[src/rtl/disp_filter_pkg.sv]
// Shared types and width helpers for the disparity window averager.
// Optional round-to-nearest divider mode is enabled with DISP_ROUND_EN.
package disp_filter_pkg;
  localparam int CONF_BITS = 8;

  typedef enum logic [1:0] {IDLE, DIVIDE, DONE} avg_state_t;

  function automatic int num_w(input int disp_bits, input int win);
    return CONF_BITS + disp_bits + $clog2(win);
  endfunction

  function automatic int den_w(input int win);
    return CONF_BITS + $clog2(win);
  endfunction
endpackage

[src/rtl/seq_divider.sv]
// Restoring bit-serial divider, one quotient bit per cycle, MSB first.
// DISP_ROUND_EN adds one extra iteration and saturates the quotient.
module seq_divider
  import disp_filter_pkg::*;
#(
  parameter int NW = 15,
  parameter int DW = 10,
  parameter int QW = 5
) (
  input  logic          clk,
  input  logic          reset,
  input  logic          start,
  input  logic [NW-1:0] num,
  input  logic [DW-1:0] den,
  output logic          busy,
  output logic          done,
  output logic [QW-1:0] quotient
);
`ifdef DISP_ROUND_EN
  localparam int ITER = QW + 1;
`else
  localparam int ITER = QW;
`endif
  localparam int XW = NW + ITER;
  localparam int KW = $clog2(ITER + 1);

  avg_state_t      r_state;
  logic [NW-1:0]   r_rem;
  logic [DW-1:0]   r_den;
  logic [ITER-1:0] r_q;
  logic [KW-1:0]   r_k;

  logic [XW-1:0]   w_dsh;
  logic            w_ge;

  assign w_dsh = XW'(r_den) << r_k;
  assign w_ge  = XW'(r_rem) >= w_dsh;

  always_ff @(posedge clk) begin
    if (reset) begin
      r_state <= IDLE;
      r_rem   <= '0;
      r_den   <= '0;
      r_q     <= '0;
      r_k     <= '0;
    end else begin
      case (r_state)
        IDLE: if (start) begin
          r_rem   <= num;
          r_den   <= den;
          r_q     <= '0;
          r_k     <= KW'(ITER - 1);
          r_state <= DIVIDE;
        end
        DIVIDE: begin
          // k counts down, so shifting left places quotient bits MSB first
          r_q <= {r_q[ITER-2:0], w_ge};
          if (w_ge) r_rem <= r_rem - NW'(w_dsh);
          if (r_k == '0) r_state <= DONE;
          else           r_k     <= r_k - KW'(1);
        end
        DONE:    r_state <= IDLE;
        default: r_state <= IDLE;
      endcase
    end
  end

  assign busy = (r_state != IDLE);
  assign done = (r_state == DONE);

`ifdef DISP_ROUND_EN
  assign quotient = (r_den == '0) ? '0 : (r_q[QW] ? '1 : r_q[QW-1:0]);
`else
  assign quotient = (r_den == '0) ? '0 : r_q;
`endif
endmodule

[src/rtl/disp_window_averager.sv]
// Windowed confidence-weighted disparity mean; closes windows at WIN samples or row end.
// Define DISP_ROUND_EN for round-to-nearest, saturating quotient.
module disp_window_averager
  import disp_filter_pkg::*;
#(
  parameter int DISP_BITS = 5,
  parameter int WIN       = 4
) (
  input  logic                          clk,
  input  logic                          reset,
  input  logic [CONF_BITS+DISP_BITS-1:0] disp_conf_in,
  input  logic [CONF_BITS-1:0]          conf_in,
  input  logic                          in_valid,
  input  logic                          row_end,
  output logic [DISP_BITS-1:0]          disp_out,
  output logic [CONF_BITS-1:0]          conf_out,
  output logic                          out_valid,
  output logic                          overrun
);
  localparam int LW = $clog2(WIN);
  localparam int NW = num_w(DISP_BITS, WIN);
  localparam int DW = den_w(WIN);

  logic [NW-1:0]        r_num;
  logic [DW-1:0]        r_den;
  logic [LW-1:0]        r_cnt;
  logic [CONF_BITS-1:0] r_conf;

  logic [NW-1:0]        w_num_sum, w_div_num;
  logic [DW-1:0]        w_den_sum;
  logic                 w_close, w_start, w_busy, w_done;
  logic [DISP_BITS-1:0] w_quot;

  assign w_num_sum = r_num + NW'(disp_conf_in);
  assign w_den_sum = r_den + DW'(conf_in);
  assign w_close   = in_valid && ((r_cnt == LW'(WIN - 1)) || row_end);
  assign w_start   = w_close && !w_busy;
`ifdef DISP_ROUND_EN
  assign w_div_num = w_num_sum + NW'(w_den_sum >> 1);
`else
  assign w_div_num = w_num_sum;
`endif

  seq_divider #(.NW(NW), .DW(DW), .QW(DISP_BITS)) u_div (
    .clk      (clk),
    .reset    (reset),
    .start    (w_start),
    .num      (w_div_num),
    .den      (w_den_sum),
    .busy     (w_busy),
    .done     (w_done),
    .quotient (w_quot)
  );

  always_ff @(posedge clk) begin
    if (reset) begin
      r_num     <= '0;
      r_den     <= '0;
      r_cnt     <= '0;
      r_conf    <= '0;
      disp_out  <= '0;
      conf_out  <= '0;
      out_valid <= 1'b0;
      overrun   <= 1'b0;
    end else begin
      if (in_valid) begin
        if (w_close) begin
          r_num <= '0;
          r_den <= '0;
          r_cnt <= '0;
        end else begin
          r_num <= w_num_sum;
          r_den <= w_den_sum;
          r_cnt <= r_cnt + LW'(1);
        end
      end
      // conf is latched only for accepted windows so a drop cannot corrupt the in-flight result
      if (w_start) r_conf <= CONF_BITS'(w_den_sum >> LW);
      if (w_close && w_busy) overrun <= 1'b1;
      out_valid <= w_done;
      if (w_done) begin
        disp_out <= w_quot;
        conf_out <= r_conf;
      end
    end
  end
endmodule

[config.mk]
export PLATFORM = sky130hd
export DESIGN_NAME = disp_window_averager
export DESIGN_NICKNAME = d
export VERILOG_FILES = /design/src/rtl/disp_filter_pkg.sv /design/src/rtl/seq_divider.sv /design/src/rtl/disp_window_averager.sv
export SDC_FILE = /design/constraint.sdc
export NUM_CORES = 1
export LEC_CHECK = 0
export CAP_MARGIN = 20
export CELL_PAD_IN_SITES_DETAIL_PLACEMENT = 1
export CELL_PAD_IN_SITES_GLOBAL_PLACEMENT = 1
export CORE_MARGIN = 2
export CORE_UTILIZATION = 40
export DETAILED_ROUTE_END_ITERATION = 7
export PLACE_DENSITY = 0.74
export SLEW_MARGIN = 20
export SYNTH_ARGS = -nofsm -noshare
export SYNTH_HDL_FRONTEND = slang
export SYNTH_SLANG_ARGS = --single-unit
[constraint.sdc]
create_clock -name clk -period 2.85 [get_ports clk]
set_input_delay 0.57 -clock clk [delete_from_list [all_inputs] [get_ports clk]]
set_output_delay 0.57 -clock clk [all_outputs]
set_load 0.005 [all_outputs]
==> out/qor.csv <==
metric,value,unit
slew_violations,0,
drive_gt1_share,29.0,%
grt_pass1_vias,6013,
cts_max_level,3,
synthSimpleGateAreaFrac,22.9,%
grt_first_pass_wirelength,31000,um
fin_nets,855,
core_area,12600,um2
post_synth_main_area_contributors,"dfxtp_1 30%, ha_1 9.4%, nor2_1 6.1%",
grt_overflow,0,
synthXorXnorAreaFrac,4.06,%
drcViolationCount,0,
finClkSkew,0.0108,ns
synth_top_family_by_area,compound AO/OA/AOI/OAI gates,
synth-adder-area-share,10.6,%
fin_crit,3.07,ns
clk_latency,0.34,ns
ys.flop_type,dfxtp_1,
place.gp.congestion,0.915,
cp_slowest_stage_delay,0.38,ns
vias_per_cell,5.81,
ys_seq_area_share,29.8,%
yosysWarningCount,0,
synth_cells,655,
final_util,57.6,%
avgSynthCellArea,7.91,um2
end_kind,register,
rows,41,
cts_tree,built,
async_reset_ff_share,0,%
cp_data_arrival_time,3.33,ns
worst_slack,-0.224,ns
synth_common_cells,"84 x nor2_1, 79 x nand2_1, 77 x dfxtp_1",
yosysMostFrequentCell,nor2_1,
die_h,118,um
grt_max_degree,37,
p_int,3.39,mW
start_kind,register,
cpMostUsedCell,buf_4,
cts_root_buf,clkbuf_16,
io_pins,40,
post_drt_wl_per_cell,20.6,um
comb_power_share,57.4,%
ys_seq_elements,77,
hold_path.class,reg2reg,
drv_cap,0,
synth_edf_count,0,
synth.area.mux_share,4.57,%
critical_path_class,reg2reg,
drtPass1Iterations,5,
drt-total-wl,19800,um
hold_violations,0,
leakage,2.93,nW
start_util,41.0,%
dieArea,13900,um2
drt-initial-drc-count,258,
synth_top_area_share,29.8,%
die_w,118,um
synth_largest_area_cell,dfxtp_1,
cts-buffers-inserted,9,
vias,5598,
syn2layout_area_growth,40.3,%
max_slew.worst_pin.slew,0.858,ns
grt.total_usage,27.5,%
worst_path_max_delay_cell,dfxtp_4,
swShare,39.5,%
cts_sinks,77,
failed_checks,setup timing,
fillers,1525,
synth.lib_cells_used.distinct,68,
dpl.hpwl,12900,um
irDropWorstVdd,332,uV
drtAntennaViolNets,0,
fin_crit_sh,108,%
p_sw,2.22,mW
fmaxAchievable,0.325,GHz
p_per_area,772,nW/um2
synth_nets,722,
port_buffers,39,
cp_max_fo,7,
p_clk_share,19.4,%
hold_ws,0.456,ns
tns,-2.47,ns
synth_compound_gate_area_share,23.5,%
cts_buffer_depth,2,
rsz0062_at_grt,yes,
synth_area,5180,um2
p_seq_share,23.2,%
antenna_cells,0,
hold_depth,2,
reg2reg_depth,13,
crit_chain,"buf_12, mux2_4, nor2_4, a21oi_2, mux2i_1, ha_2, buf_4, buf_4, and3_1, a32oi_4, mux2i_2, a211oi_2, a211oi_1",
antenna_found_initial,0,
required,3.10,ns
setup_viol,16,
slew_headroom,42.8,%
cts.clk_slew.worst_paths,0.07,ns
status,finished with violations,
[metal layers]
layer	vias up	GRT usage (%)	share of wire, %
met5	-	0	0
met2	141	50.3	51
met4	0	8.43	1.9
met1	2790	33.0	42
met3	33	4.31	4.7
li1	2634	-	-
[cells by family (layout without fill, tap and decap cells)]
group / Yosys count / after routing
AND/OR/NAND/NOR: 256 / 256
adder cells (fa/ha/maj): 42 / 42
buffers and inverters: 54 / 191
multiplexers: 22 / 22
flip-flops: 77 / 77
AO/OA/AOI/OAI: 180 / 180
XOR/XNOR: 24 / 24
[state kept, by name, summed over array words and instances, names as in the netlist]
| name | flops |
|---|---|
| disp_out | 5 |
| r_cnt | 2 |
| u_div.r_rem | 15 |
| overrun | 1 |
| conf_out | 8 |
| r_conf | 8 |
| r_num | 15 |
| r_den | 10 |
| u_div.r_state | 2 |
| u_div.r_den | 2 |
| u_div.r_q | 5 |
| u_div.r_k | 3 |
| out_valid | 1 |
[placed cells by master (no fill, tap or decap), types with 4 or more instances in the layout]
| cell type | Yosys | final |
|---|---|---|
| or3_1 | 6 | 5 |
| clkbuf_16 | 0 | 10 |
| xor2_1 | 6 | 5 |
| inv_1 | 14 | 12 |
| nor3_1 | 12 | 10 |
| mux2i_1 | 18 | 10 |
| ha_2 | 0 | 4 |
| a31oi_1 | 9 | 8 |
| nor2_4 | 0 | 4 |
| a21oi_1 | 59 | 48 |
| nand2_1 | 79 | 77 |
| a311oi_1 | 8 | 6 |
| buf_4 | 1 | 110 |
| a21oi_2 | 2 | 11 |
| buf_6 | 4 | 6 |
| a21o_1 | 10 | 10 |
| a211oi_2 | 2 | 7 |
| clkdlybuf4s50_1 | 0 | 38 |
| o21a_1 | 5 | 5 |
| nand3_1 | 23 | 21 |
| dfxtp_1 | 77 | 75 |
| nor2b_1 | 7 | 4 |
| a22oi_1 | 23 | 23 |
| nor2_1 | 84 | 72 |
| a211oi_1 | 13 | 8 |
| nor2_2 | 0 | 8 |
| o21ai_0 | 18 | 15 |
| ha_1 | 39 | 32 |
| nand2b_1 | 15 | 12 |
| mux2i_2 | 0 | 5 |
| xnor2_1 | 18 | 18 |
| nand4_1 | 6 | 6 |
[cell type report]
class	count	area, um2	area share [%]
well taps	172	215	2.96
inverters	17	65.1	0.896
clock inverters	5	35.0	0.482
flip-flops and latches	77	1550	21.3
multi-input cells	524	3790	52.2
repair buffers	159	1370	18.9
clock buffers	10	239	3.29
[power groups by stage]
stage	sequential, mW	clock [mW]	combinational (mW)
2_1_floorplan	1.25	0	1.43
3_3_place_gp	1.28	0	2.21
3_5_place_dp	1.29	0	2.29
4_1_cts	1.27	1.09	2.73
5_1_grt	1.30	1.14	3.42
6_report	1.30	1.09	3.22
[repair_timing]
item                                    in CTS  in global routing
pin swaps                                   20                 32
endpoints found under the setup margin      17                 18
cloned                                       4                  0
buffers inserted                            13                  6
gates resized for setup                     42                 55
hold buffers                                 0                  0
[metrics by stage]
| stage | setup WS (ns) | power [mW] | instance area (um2) | instances |
|---|---|---|---|---|
| 4_1_cts | -0.0676 | 5.09 | 7020 | 959 |
| 2_1_floorplan | 0.0105 | 2.68 | 5190 | 655 |
| 3_5_place_dp | -0.324 | 3.58 | 6370 | 927 |
| 6_report | -0.224 | 5.60 | 7260 | 964 |
| 5_1_grt | -0.304 | 5.86 | 7260 | 964 |
| 3_3_place_gp | -0.132 | 3.49 | 6370 | 927 |
[worst max-delay path, delay by kind of cell (launching register included)]
| family | cells | cell delay, ns |
|---|---|---|
| flip-flops | 1 | 0.38 |
| AO/OA/AOI/OAI | 4 | 0.59 |
| AND/OR/NAND/NOR | 2 | 0.31 |
| adder cells (fa/ha/maj) | 1 | 0.38 |
| multiplexers | 3 | 0.88 |
| buffers and inverters | 3 | 0.44 |
[final timing paths]
path,start,end,slack (ns)
worst max-delay path,u_div.r_k[0]$_SDFFE_PP0P_,u_div.r_rem[11]$_SDFFE_PP0P_,-0.22
worst min-delay path,conf_out[4]$_SDFFE_PP0P_,conf_out[4]$_SDFFE_PP0P_,0.46
worst max register to register,u_div.r_k[0]$_SDFFE_PP0P_,u_div.r_rem[11]$_SDFFE_PP0P_,-0.22
worst min register to register,conf_out[4]$_SDFFE_PP0P_,conf_out[4]$_SDFFE_PP0P_,0.46
Power figures use the tool's default switching activity.
